===== src/rtl/lcd_pkg.sv =====
// Shared definitions for the HD44780 write sequencer.
//   lcd_state_e : sequencer phases of one LCD bus write
//   LCD_*_BIT   : field positions inside the memory-mapped LCD register word
//   lcd_req_t   : one write request (register select + data byte)
//   is_long_cmd : true for clear/home commands, which need the long execution wait
package lcd_pkg;

  typedef enum logic [2:0] {
    IDLE,
    SETUP,
    PULSE,
    HOLD,
    WAIT
  } lcd_state_e;

  localparam int LCD_ON_BIT   = 31;
  localparam int LCD_GO_BIT   = 10;
  localparam int LCD_RS_BIT   = 9;
  localparam int LCD_DATA_MSB = 7;

  typedef struct packed {
    logic       rs;
    logic [7:0] data;
  } lcd_req_t;

  // Instruction writes 0x01 (clear) and 0x02/0x03 (return home) run far longer
  // than any other command or data write.
  function automatic logic is_long_cmd(input lcd_req_t req);
    return !req.rs && (req.data[7:2] == 6'd0) && (req.data[1:0] != 2'd0);
  endfunction

endpackage


===== src/rtl/lcd_timer.sv =====
// Loadable down-counter used to time each sequencer phase.
//   clk, rst_n : clock, asynchronous active-low reset
//   load       : load the counter with value (takes priority over counting)
//   value      : reload value, phase length minus one
//   zero       : counter has reached zero (it then holds at zero)
module lcd_timer #(
  parameter int CNT_W = 17
) (
  input  logic             clk,
  input  logic             rst_n,
  input  logic             load,
  input  logic [CNT_W-1:0] value,
  output logic             zero
);

  logic [CNT_W-1:0] cnt;

  always_ff @(posedge clk or negedge rst_n) begin
    if (!rst_n) begin
      cnt <= '0;
    end else if (load) begin
      cnt <= value;
    end else if (cnt != '0) begin
      cnt <= cnt - 1'b1;
    end
  end

  assign zero = (cnt == '0);

endmodule


===== src/rtl/lcd_ctrl.sv =====
// HD44780 write sequencer fed by the memory-mapped LCD register word.
// Firmware sets RS/data and toggles GO; this block drives setup, enable pulse,
// hold and execution wait, with a single pending slot for back-to-back writes.
//   i_clk, i_rst  : clock, asynchronous active-low reset
//   i_lcd_word    : [31]=ON, [10]=GO toggle, [9]=RS, [7:0]=data
//   o_lcd_data/rs : LCD bus data and register select, held between writes
//   o_lcd_rw      : tied low (write-only)
//   o_lcd_en      : enable strobe
//   o_lcd_on      : registered power/backlight bit
//   o_lcd_busy    : transaction running or request pending
//   o_lcd_done    : one-cycle pulse after each transaction's execution wait
//   o_lcd_drop    : one-cycle pulse when a request is lost (pending slot full)
module lcd_ctrl
  import lcd_pkg::*;
#(
  parameter int T_AS_CYC   = 2,
  parameter int T_PW_CYC   = 12,
  parameter int T_H_CYC    = 2,
  parameter int T_EXEC_CYC = 2000,
  parameter int T_CLR_CYC  = 82000,
  parameter int CNT_W      = 17
) (
  input  logic        i_clk,
  input  logic        i_rst,
  input  logic [31:0] i_lcd_word,
  output logic [7:0]  o_lcd_data,
  output logic        o_lcd_rs,
  output logic        o_lcd_rw,
  output logic        o_lcd_en,
  output logic        o_lcd_on,
  output logic        o_lcd_busy,
  output logic        o_lcd_done,
  output logic        o_lcd_drop
);

  localparam logic [CNT_W-1:0] LD_AS   = CNT_W'(T_AS_CYC - 1);
  localparam logic [CNT_W-1:0] LD_PW   = CNT_W'(T_PW_CYC - 1);
  localparam logic [CNT_W-1:0] LD_H    = CNT_W'(T_H_CYC - 1);
  localparam logic [CNT_W-1:0] LD_EXEC = CNT_W'(T_EXEC_CYC - 1);
  localparam logic [CNT_W-1:0] LD_CLR  = CNT_W'(T_CLR_CYC - 1);

  lcd_state_e       state, state_nxt;
  logic             go_q;
  logic             req;
  lcd_req_t         req_in;
  logic             pend_vld;
  lcd_req_t         pend;
  lcd_req_t         cur;
  logic             wait_end, consume, direct, launch, store, drop;
  lcd_req_t         launch_req;
  logic             t_load, t_zero;
  logic [CNT_W-1:0] t_value;
  logic             unused_word_bits;

  assign unused_word_bits = ^{i_lcd_word[LCD_ON_BIT-1:LCD_GO_BIT+1],
                              i_lcd_word[LCD_RS_BIT-1:LCD_DATA_MSB+1]};

  // A request is any change of the GO bit relative to the previous cycle.
  assign req         = i_lcd_word[LCD_GO_BIT] ^ go_q;
  assign req_in.rs   = i_lcd_word[LCD_RS_BIT];
  assign req_in.data = i_lcd_word[LCD_DATA_MSB:0];

  assign wait_end = (state == WAIT) && t_zero;
  // Pending is drained either at the end of a wait or from IDLE (a request
  // stored during the final wait cycle finds the FSM already heading to IDLE).
  assign consume  = pend_vld && ((state == IDLE) || wait_end);
  assign direct   = req && (state == IDLE) && !pend_vld;
  assign launch   = direct || consume;
  assign launch_req = consume ? pend : req_in;
  // The slot freed by a consume in this cycle can accept a new request.
  assign store    = req && !direct && (!pend_vld || consume);
  assign drop     = req && !direct && pend_vld && !consume;

  always_comb begin
    state_nxt = state;
    t_load    = 1'b0;
    t_value   = '0;
    case (state)
      IDLE: begin
        if (launch) begin
          state_nxt = SETUP;
          t_load    = 1'b1;
          t_value   = LD_AS;
        end
      end
      SETUP: begin
        if (t_zero) begin
          state_nxt = PULSE;
          t_load    = 1'b1;
          t_value   = LD_PW;
        end
      end
      PULSE: begin
        if (t_zero) begin
          state_nxt = HOLD;
          t_load    = 1'b1;
          t_value   = LD_H;
        end
      end
      HOLD: begin
        if (t_zero) begin
          state_nxt = WAIT;
          t_load    = 1'b1;
          t_value   = is_long_cmd(cur) ? LD_CLR : LD_EXEC;
        end
      end
      WAIT: begin
        if (t_zero) begin
          if (launch) begin
            state_nxt = SETUP;
            t_load    = 1'b1;
            t_value   = LD_AS;
          end else begin
            state_nxt = IDLE;
          end
        end
      end
      default: state_nxt = IDLE;
    endcase
  end

  lcd_timer #(
    .CNT_W(CNT_W)
  ) u_timer (
    .clk  (i_clk),
    .rst_n(i_rst),
    .load (t_load),
    .value(t_value),
    .zero (t_zero)
  );

  always_ff @(posedge i_clk or negedge i_rst) begin
    if (!i_rst) begin
      state      <= IDLE;
      go_q       <= 1'b0;
      pend_vld   <= 1'b0;
      cur        <= '0;
      o_lcd_on   <= 1'b0;
      o_lcd_done <= 1'b0;
      o_lcd_drop <= 1'b0;
    end else begin
      state      <= state_nxt;
      go_q       <= i_lcd_word[LCD_GO_BIT];
      o_lcd_on   <= i_lcd_word[LCD_ON_BIT];
      o_lcd_done <= wait_end;
      o_lcd_drop <= drop;
      if (launch) begin
        cur <= launch_req;
      end
      if (store) begin
        pend_vld <= 1'b1;
      end else if (consume) begin
        pend_vld <= 1'b0;
      end
    end
  end

  // Pending payload is only meaningful while pend_vld is set.
  always_ff @(posedge i_clk) begin
    if (store) begin
      pend <= req_in;
    end
  end

  assign o_lcd_rs   = cur.rs;
  assign o_lcd_data = cur.data;
  assign o_lcd_rw   = 1'b0;
  assign o_lcd_en   = (state == PULSE);
  assign o_lcd_busy = (state != IDLE) || pend_vld;

endmodule


===== config.mk =====
export PLATFORM = sky130hd
export DESIGN_NAME = lcd_ctrl
export DESIGN_NICKNAME = d
export VERILOG_FILES = /design/src/rtl/lcd_pkg.sv /design/src/rtl/lcd_timer.sv /design/src/rtl/lcd_ctrl.sv
export SDC_FILE = /design/constraint.sdc
export NUM_CORES = 1
export LEC_CHECK = 0
export BUFFER_PORTS_ARGS = -buffer_cell sky130_fd_sc_hd__buf_2
export CAP_MARGIN = 30
export CORE_AREA = 3 3 71 73
export CTS_CLUSTER_DIAMETER = 80
export DETAILED_ROUTE_END_ITERATION = 12
export DIE_AREA = 0 0 74 76
export PLACE_DENSITY = 0.75
export RECOVER_POWER = 50
export SYNTH_ARGS = -nofsm -noshare
export SYNTH_HDL_FRONTEND = slang
export SYNTH_HIERARCHICAL = 1
export SYNTH_SLANG_ARGS = --single-unit

===== constraint.sdc =====
create_clock -name i_clk -period 3.57 [get_ports i_clk]
set_input_delay 0.8925 -clock i_clk [delete_from_list [all_inputs] [get_ports i_clk]]
set_output_delay 0.8925 -clock i_clk [all_outputs]
set_load 0.1 [all_outputs]

==> results of run 1 <==
==> stage by stage <==
| step | hold slack, ns | instance area, sq um | worst slack [ns] | power [mW] |
|---|---|---|---|---|
| after floorplan | 0.438 | 2230 | 0.714 | 1.00 |
| after global placement | 0.448 | 2400 | 0.864 | 1.08 |
| after detailed placement | 0.451 | 2400 | 0.833 | 1.10 |
| after CTS | 0.467 | 2480 | 0.810 | 1.39 |
| after global routing | 0.503 | 2460 | 0.537 | 1.48 |
| final | 0.465 | 2460 | 0.792 | 1.38 |
==> path summary, 6_finish.rpt <==
path,end,cells after the start,from,slack [ns]
max in group asynchronous,state[1]$_DFFE_PN0P_,1,i_rst,1.44
min,o_lcd_data[1]$_DFFE_PN0N_,2,pend[1]$_DFFE_PP_,0.46
max,pend[3]$_DFFE_PP_,10,u_timer/cnt[0]$_DFFE_PN0P_,0.79
min reg2reg,o_lcd_data[1]$_DFFE_PN0N_,2,pend[1]$_DFFE_PP_,0.46
min in group asynchronous,u_timer/cnt[1]$_DFFE_PN0P_,1,i_rst,1.09
max reg2reg,pend[3]$_DFFE_PP_,10,u_timer/cnt[0]$_DFFE_PN0P_,0.79
==> final cells by class <==
| class | count | share of cell area |
|---|---|---|
| clock buffer | 7 | 0.0310 |
| clock inverter | 1 | 0.00203 |
| inverter | 4 | 0.00609 |
| sequential | 43 | 0.455 |
| multi-input combinational | 165 | 0.418 |
| tap | 52 | 0.0264 |
| timing repair buffer | 31 | 0.0609 |
==> metal layers <==
layer / share of wire / global-route usage
met5: 0 / 0
met4: 0.013 / 0.0543
met3: 0.032 / 0.0356
met2: 0.48 / 0.254
met1: 0.48 / 0.273
==> flip-flops by register name (all words and copies together), names as in the netlist <==
| signal | count |
|---|---|
| o_lcd_data | 8 |
| o_lcd_drop | 1 |
| u_timer/cnt | 17 |
| o_lcd_done | 1 |
| o_lcd_rs | 1 |
| pend | 9 |
| go_q | 1 |
| pend_vld | 1 |
| state | 3 |
| o_lcd_on | 1 |
==> power by group through the flow <==
stage	Sequential (mW)	Clock [mW]	Combinational, mW
2_1_floorplan	0.733	0	0.267
3_3_place_gp	0.702	0	0.383
3_5_place_dp	0.706	0	0.393
4_1_cts	0.695	0.303	0.396
5_1_grt	0.715	0.329	0.436
6_report	0.696	0.294	0.391
==> kinds of logic (layout without fill, tap and decap cells) <==
kind of cell	Yosys count	after routing	synth area share
xor gates and xnor gates	14	14	0.0556
DFF	43	43	0.508
buffers and inverters	16	43	0.0380
and+or+nand+nor	93	93	0.232
other	1	7	0.00170
AOI/OAI and AO/OA	50	50	0.159
adders and majority gates	1	1	0.00567
==> worst min-delay path: cells and delay by family, from the launching register on <==
family	cells	cell delay, ns
flip-flops	1	0.32
AO/OA/AOI/OAI	1	0.06
AND/OR/NAND/NOR	1	0.05
==> Yosys cell counts, types with 3 or more instances <==
cell type	number	area (sq um)
nand3_1	5	25.0
inv_1	4	15.0
nor4_1	6	37.5
o31ai_1	14	105
xnor2_1	9	78.8
a22oi_1	4	30.0
nand2b_1	6	37.5
o21ai_0	5	25.0
edfxtp_1	9	270
a21boi_0	3	22.5
nor2_1	18	67.6
dfrtp_1	34	851
clkbuf_1	5	18.8
xor2_1	5	43.8
and3_1	4	25.0
nor3_1	4	20.0
a21oi_1	11	55.1
nand2_1	31	116
o41ai_1	3	26.3
buf_2	3	15.0
==> results.yml, run 1 <==
final_layout:
  multi_input_area_sq_um: 1030
  mostFrequentLayoutCells: "34 x dfrtp_1, 31 x nand2_1, 18 x nor2_1"
  areaGrowthSynthToFinish_pct: 11.7
  fin_cells: 303
  fin_util: 0.558
  diodes: 0
  nFillCells: 400
  fin_nets: 285
  final_common_cell: "dfrtp_1"
  drive_gt1_frac: 0.143
  regArea_sq_um: 1120
sta:
  final_max_slew_viol_count: 35
  tns_ns: 0
  clock_skew_ns: 0.00835
  worst_slew_pin_slew_ns: 1.81
  max_clock_freq_mhz: 360
  relSlewSlack: -0.208
  finalSetupViolations: 0
  hold_viol_final: 0
  rsz0062_at_grt: "false"
  final.min_clock_period_ns: 2.78
  period_share: 0.778
grt:
  grt-ovfl-total: 0
  antenna_found_initial: 0
  grt_first_pass_wirelength_mm: 7.95
  grt_pass1_vias: 1623
  track_usage: 0.179
  grt_max_degree: 35
clocking:
  cts_buffers: 5
  cts_resized: 0
  h-tree-depth: 2
  clock-root-buffer: "clkbuf_8"
  cts_tree: "yes"
  ctsHoldBuffers: 0
  clkLatencyLatePin_ns: 0.29
  path_clk_slew_ns: 0.08
  post-cts-setup-buffer-count: 0
  clk_path_buf_depth: 2
  cts.sinks: 43
power_and_ir_drop:
  power_frac_comb: 0.283
  power_density_nw_per_um2: 561
  pwr-share-seq: 0.504
  p_leak_nw: 0.994
  switching_share: 0.357
  intPower_uw: 888
  p_switching_uw: 493
  ir_drop_mv: 0.302
  clkPwrFrac: 0.213
yosys:
  yosysSeqAreaShare: 0.508
  synthCells: 218
  synth_seq_cells: 43
  synth_edf_count: 9
  synth_cell_types: 50
  synthesis.area_sq_um: 2210
  yosys_warnings: 6
  synthFlopType: "dfrtp_1"
  async_reset_ff_frac: 0.791
  avgSynthCellArea_sq_um: 10.1
min_path:
  hp-class: "register to register"
run_status:
  violations: "capacitance limit, slew limit"
  outcome: "finished, violations left"
route:
  vias_per_cell: 5.62
  num_vias: 1703
  wl_per_cell_um: 14.7
  drcViolationCount: 0
  ant_nets: 0
  wl_mm: 4.44
  drtIter0Drc: 127
  dr.pass1.iters: 4
worst_setup_path:
  crit_required_ns: 3.50
  cp.arrival_ns: 2.71
  max_stage_delay_ns: 0.47
  critPathKind: "register to register"
  crit_fanout: 9
  cpMaxStageDelayCell: "and3_1"
  start_kind: "register"
  path_cells: "inv_1 > ha_1 > nor4b_1 > buf_4 > nand2b_1 > nor3_2 > nand2b_1 > nand2_1 > nand2_1 > and3_1"
  path_buf_inv: 2
  cp_top_family: "simple AND/OR/NAND/NOR gates"
  end_kind: "register"
die:
  die_w_um: 74
  ios: 49
  coreArea_sq_um: 4410
  die_area_sq_um: 5620
  start_util: 0.500
  rows: 24
  die_h_um: 76
placement:
  dp.cells: 295
  io_buffers: 26
  globalplace.congestion: 0.791
  place_hpwl_mm: 3.22
flow_run:
  drv_cap: 1
(Power assumes the default switching activity.)
==> inputs of run 2 (changes only) <==
- ABC_AREA: not set -> 1
- CORE_AREA: 3 3 71 73 -> 3 3 74 76
- DIE_AREA: 0 0 74 76 -> 0 0 77 79
- PLACE_DENSITY: 0.75 -> 0.74
- clock period: 3.57 -> 2.9 ns (I/O delays scaled with it)
==> run 2 against run 1 <==
Net effect:
- the run still ends with capacitance limit, slew limit left
- register-to-register slack got worse by 0.52 ns
- worst setup slack got worse by 0.52 ns
- global-route usage fell by 1.8 points
- clock skew fell by 0.0030 ns
- die area rose by 8.2%
- sequential power rose by 47%
- wire length rose by 1.9%
- sequential cell count did not move
- critical path type unchanged
- largest power group is now combinational logic
==> results.yml, run 2 <==
worst_setup_path:
  r2r-start: "u_timer/cnt[0]$_DFFE_PN0P_"
  crit_required_ns: 3.12
  crit_fanout: 12
  reg2reg_depth: 17
  end_kind: "register"
  critPathKind: "register to register"
  r2r_slack_ns: 0.27
  cp.arrival_ns: 2.85
  start_kind: "register"
  reg2reg_to: "u_timer/cnt[8]$_DFFE_PN0P_"
yosys:
  synthAdderAreaFrac: 0.00517
  async_reset_ff_frac: 0.791
  synth_edf_count: 9
  synth_common_cells: "102 x nand2_1, 45 x inv_1, 34 x dfrtp_1"
  synth_seq_cells: 43
  synth_area_leader_cell: "dfrtp_1"
  synth_xor_area_frac: 0
  synthFlopType: "dfrtp_1"
  synth_cell_types: 33
  yosysSeqAreaShare: 0.463
  synthTopCellsByArea: "dfrtp_1 35%, nand2_1 16%, edfxtp_1 11%, inv_1 7.0%, nand3_1 5.2%"
  synthCells: 314
  synth_compound_area_frac: 0.100
  avgSynthCellArea_sq_um: 7.71
  yosys_warnings: 6
  muxShareOfSynthArea: 0
  yosys.area_share.simple: 0.333
  yosys.area.top_type_share: 0.351
  yosysMostFrequentCell: "nand2_1"
  synthesis.area_sq_um: 2420
  synth_top_family_by_area: "simple AND/OR/NAND/NOR gates"
final_layout:
  diodes: 0
  areaGrowthSynthToFinish_pct: 13.1
  regMostFlops: "u_timer/cnt"
  nFillCells: 458
  mostFrequentLayoutCells: "102 x nand2_1, 45 x inv_1, 34 x dfrtp_1"
  drive_gt1_frac: 0.166
  fin_cells: 422
  postLayoutCellArea_sq_um: 2740
  largest_register_ffs: 17
  final_common_cell: "nand2_1"
  fin_nets: 389
placement:
  dp.cells: 412
  globalplace.congestion: 0.834
  dpl_cell_area_sq_um: 2650
  io_buffers: 26
  place_hpwl_mm: 3.33
sta:
  final.min_clock_period_ns: 2.63
  relSlewSlack: -0.223
  max_clock_freq_mhz: 381
  period_share: 0.906
  worst_slew_pin_slew_ns: 1.84
  clock_skew_ns: 0.00537
  finalSetupViolations: 0
  rsz0062_at_grt: "false"
  tns_ns: 0
  final_max_slew_viol_count: 35
  fin_hold_ws_ns: 0.510
  hold_viol_final: 0
die:
  rows: 25
  start_util: 0.506
  die_w_um: 77
  coreArea_sq_um: 4790
  die_area_sq_um: 6080
  die_h_um: 79
  ios: 49
route:
  drcViolationCount: 0
  drtIter0Drc: 84
  ant_nets: 0
  dr.pass1.iters: 4
  num_vias: 2007
  wl_mm: 4.52
  vias_per_cell: 4.76
  wl_per_cell_um: 10.7
clocking:
  h-tree-depth: 2
  clk_path_buf_depth: 2
  cts_resized: 0
  clock-root-buffer: "clkbuf_8"
  clkLatencyLatePin_ns: 0.29
  path_clk_slew_ns: 0.08
  cts_tree: "yes"
  cts.sinks: 43
  cts_buffers: 5
power_and_ir_drop:
  p_total_mw: 3.21
  power_density_nw_per_um2: 1170
  p_leak_nw: 1.36
  ir_drop_mv: 0.795
grt:
  antenna_found_initial: 0
  grt_max_degree: 35
  track_usage: 0.161
  grt-ovfl-total: 0
  grt_pass1_vias: 1868
  grt_first_pass_wirelength_mm: 8.03
min_path:
  hold_start: "o_lcd_data[0]$_DFFE_PN0N_"
  hp-class: "register to register"
  hold_depth: 2
  hold_end: "o_lcd_data[0]$_DFFE_PN0N_"
flow_run:
  drv_cap: 1
run_status:
  violations: "capacitance limit, slew limit"
  outcome: "finished, violations left"
[run 2: cell count changes after synthesis, sizes merged, moves of 9 or more]
cell	delta
inv	+44
nand2	+75
nand3	+20
nor2	+20
o31ai	-15
xnor2	-9
[run 2: per-stage QoR]
step           setup WS, ns  utilization
2_1_floorplan         0.230            -
3_3_place_gp          0.197        0.553
3_5_place_dp          0.135        0.553
4_1_cts               0.104        0.572
5_1_grt            0.000939        0.572
6_report              0.273        0.572
[run 2: what timing repair did]
action / CTS / global route
endpoints found under the hold margin: 0 / 0
setup endpoints to repair: 0 / 16
buffers inserted: 0 / 2
hold buffers: 0 / 0
[run 2: report_power, final]
part	total [mW]	internal (mW)	switching, mW
clock network	0.377	0.168	0.210
logic	1.82	0.488	1.33
registers	1.02	0.844	0.172
total	3.21	1.50	1.71
[run 2: routing by layer]
layer	track usage	vias up	share of wire	wire, um
met5	0	-	0	0
met4	0.0463	0	0.0095	43
met3	0.0351	6	0.043	195
met2	0.274	39	0.48	2160
met1	0.206	907	0.47	2130
li1	-	1055	-	-
[run 2: final cells by class]
type	count	area (sq um)	area share
Multi-Input combinational cell	223	1090	0.398
Tap cell	67	83.8	0.0306
Clock inverter	3	20.0	0.00731
Sequential cell	43	1120	0.410
Timing Repair Buffer	32	161	0.0590
Inverter	49	194	0.0708
Clock buffer	5	68.8	0.0251
[run 2: worst max-delay path by stage]
stage,slack [ns],startpoint,endpoint
after global routing,0.0009,u_timer/cnt[0]$_DFFE_PN0P_,u_timer/cnt[7]$_DFFE_PN0P_
final,0.27,u_timer/cnt[0]$_DFFE_PN0P_,u_timer/cnt[8]$_DFFE_PN0P_
after floorplan,0.23,u_timer/cnt[0]$_DFFE_PN0P_,u_timer/cnt[1]$_DFFE_PN0P_
after detailed placement,0.13,u_timer/cnt[0]$_DFFE_PN0P_,u_timer/cnt[8]$_DFFE_PN0P_
after global placement,0.20,u_timer/cnt[0]$_DFFE_PN0P_,u_timer/cnt[8]$_DFFE_PN0P_
after CTS,0.10,u_timer/cnt[0]$_DFFE_PN0P_,u_timer/cnt[8]$_DFFE_PN0P_
[run 2: worst max-delay path, stage by stage, from the launching register on]
cell,delay (ns)
dfrtp_1,0.38
inv_1,0.12
ha_1,0.22
nand2_2,0.11
nor2_4,0.12
nand3_1,0.13
nor3_1,0.17
buf_4,0.17
o21ai_4,0.08
inv_2,0.07
nand2_4,0.07
nand2_4,0.15
o21bai_2,0.08
inv_1,0.07
inv_1,0.11
nand4_4,0.18
clkinv_4,0.17
a21oi_1,0.15
[run 2: cells by family after synthesis]
| kind of cell | after synthesis |
|---|---|
| AOI/OAI and AO/OA | 35 |
| and+or+nand+nor | 180 |
| DFF | 43 |
| buffers and inverters | 54 |
| other | 1 |
| adders and majority gates | 1 |
==> inputs of run 3 (changes only) <==
- CORE_AREA: 3 3 74 76 -> 4 4 75 77
- DIE_AREA: 0 0 77 79 -> 0 0 79 81
==> run 3 against run 2 <==
Net effect:
- the run still ends with capacitance limit, slew limit left
- final cell count grew 0.71%
- fmax decreased by 0.13%
- final area grew 0.91%
- sequential cell count is the same
- combinational power hardly changed
- worst hold slack worse by 0.0048 ns
- clock power grew 18%
- worst setup slack worse by 0.0033 ns
- utilization down 2.1 points
- largest cell class unchanged
- global-route usage shrank 0.69 points
- non-clock buffer count unchanged
==> results.yml, run 3 (synthesis gave the netlist of run 2 again) <==
run_status:
  outcome: "finished, violations left"
  violations: "capacitance limit, slew limit"
clocking:
  path_clk_slew_ns: 0.08
  h-tree-depth: 2
  clock-root-buffer: "clkbuf_8"
  clkLatencyLatePin_ns: 0.28
  cts_tree: "yes"
  clk_path_buf_depth: 2
  cts_buffers: 5
  cts.sinks: 43
power_and_ir_drop:
  p_total_mw: 3.28
  p_leak_nw: 1.37
  ir_drop_mv: 0.720
  power_density_nw_per_um2: 1190
worst_setup_path:
  end_kind: "register"
  reg2reg_to: "u_timer/cnt[7]$_DFFE_PN0P_"
  crit_required_ns: 3.08
  critPathKind: "register to register"
  start_kind: "register"
  reg2reg_depth: 17
  cp.arrival_ns: 2.81
  crit_fanout: 12
  r2r_slack_ns: 0.27
  r2r-start: "u_timer/cnt[0]$_DFFE_PN0P_"
final_layout:
  final_common_cell: "nand2_1"
  regMostFlops: "u_timer/cnt"
  areaGrowthSynthToFinish_pct: 14.1
  fin_nets: 389
  fin_cells: 425
  largest_register_ffs: 17
  mostFrequentLayoutCells: "102 x nand2_1, 45 x inv_1, 34 x dfrtp_1"
  drive_gt1_frac: 0.155
  diodes: 0
min_path:
  hold_end: "o_lcd_data[0]$_DFFE_PN0N_"
  hp-class: "register to register"
  hold_depth: 2
  hold_start: "o_lcd_data[0]$_DFFE_PN0N_"
die:
  start_util: 0.483
  die_w_um: 79
  rows: 26
  die_h_um: 81
  die_area_sq_um: 6400
  ios: 49
  coreArea_sq_um: 5010
sta:
  final.min_clock_period_ns: 2.63
  clock_skew_ns: 0.00539
  final_max_slew_viol_count: 35
  finalSetupViolations: 0
  max_clock_freq_mhz: 380
  relSlewSlack: -0.229
  worst_slew_pin_slew_ns: 1.84
  fin_hold_ws_ns: 0.505
  period_share: 0.907
  hold_viol_final: 0
grt:
  grt_pass1_vias: 1868
  track_usage: 0.154
  grt_max_degree: 35
  grt-ovfl-total: 0
  grt_first_pass_wirelength_mm: 7.97
  antenna_found_initial: 0
route:
  drcViolationCount: 0
  vias_per_cell: 4.57
  drtIter0Drc: 103
  dr.pass1.iters: 4
  num_vias: 1944
  wl_mm: 4.46
  ant_nets: 0
  wl_per_cell_um: 10.5
placement:
  globalplace.congestion: 0.848
  place_hpwl_mm: 3.28
  io_buffers: 26
  dp.cells: 415
flow_run:
  drv_cap: 1
-- run 3: per-stage QoR --
stage	util	setup WS, ns	instance area [sq um]	TNS [ns]
after CTS	0.551	0.155	2760	0
after global routing	0.551	-0.0102	2760	-0.0184
final	0.551	0.270	2760	0
after floorplan	-	0.230	2440	0
after global placement	0.529	0.193	2650	0
after detailed placement	0.529	0.185	2650	0
-- run 3: final cells by class --
cell class | instances | area (sq um)
clock buffers | 5 | 68.8
clock inverters | 3 | 38.8
fillers | 469 | 2250
inverters | 49 | 196
multi-input cells | 223 | 1090
flip-flops and latches | 43 | 1120
well taps | 70 | 87.6
repair buffers | 32 | 161
-- run 3: worst max path at each step --
stage / cells past startpoint / slack, ns / endpoint / startpoint
final: 17 / 0.27 / u_timer/cnt[7]$_DFFE_PN0P_ / u_timer/cnt[0]$_DFFE_PN0P_
after global routing: 17 / -0.01 / u_timer/cnt[7]$_DFFE_PN0P_ / u_timer/cnt[0]$_DFFE_PN0P_
after CTS: 17 / 0.16 / u_timer/cnt[7]$_DFFE_PN0P_ / u_timer/cnt[0]$_DFFE_PN0P_
after detailed placement: 17 / 0.18 / u_timer/cnt[8]$_DFFE_PN0P_ / u_timer/cnt[0]$_DFFE_PN0P_
after global placement: 17 / 0.19 / u_timer/cnt[8]$_DFFE_PN0P_ / u_timer/cnt[0]$_DFFE_PN0P_
after floorplan: 16 / 0.23 / u_timer/cnt[1]$_DFFE_PN0P_ / u_timer/cnt[0]$_DFFE_PN0P_
-- run 3: per-layer routing --
metal  track usage  vias to the layer above  part of all wire
li1              -                     1050                 -
met1         0.191                      864              0.48
met2         0.273                       28              0.48
met3        0.0410                        2             0.039
met4        0.0258                        0            0.0027
met5             0                        -                 0
-- run 3: critical path, stage by stage, from the launching register on --
cell      delay, ns
dfrtp_1        0.35
inv_1          0.08
ha_1           0.23
nand2_2        0.13
nor2_4         0.05
nand3_1        0.11
nor3_1         0.06
buf_4          0.15
o21ai_4        0.20
inv_2          0.06
nand2_4        0.10
nand2_4        0.11
o21bai_2       0.15
inv_1          0.08
inv_1          0.20
nand4_4        0.21
inv_8          0.18
a21oi_1        0.06
-- run 3: timing repair --
| action | in CTS | in global routing |
|---|---|---|
| endpoints found under the hold margin | 0 | 0 |
| resized for setup | 0 | 2 |
| buffers inserted | 0 | 2 |
| hold buffers | 0 | 0 |
| setup endpoints to repair | 0 | 16 |
-- run 3: power by group --
part	leakage, nW	switching (mW)	internal (mW)
clock network	0.0556	0.194	0.252
logic	0.807	1.33	0.491
registers	0.511	0.166	0.844
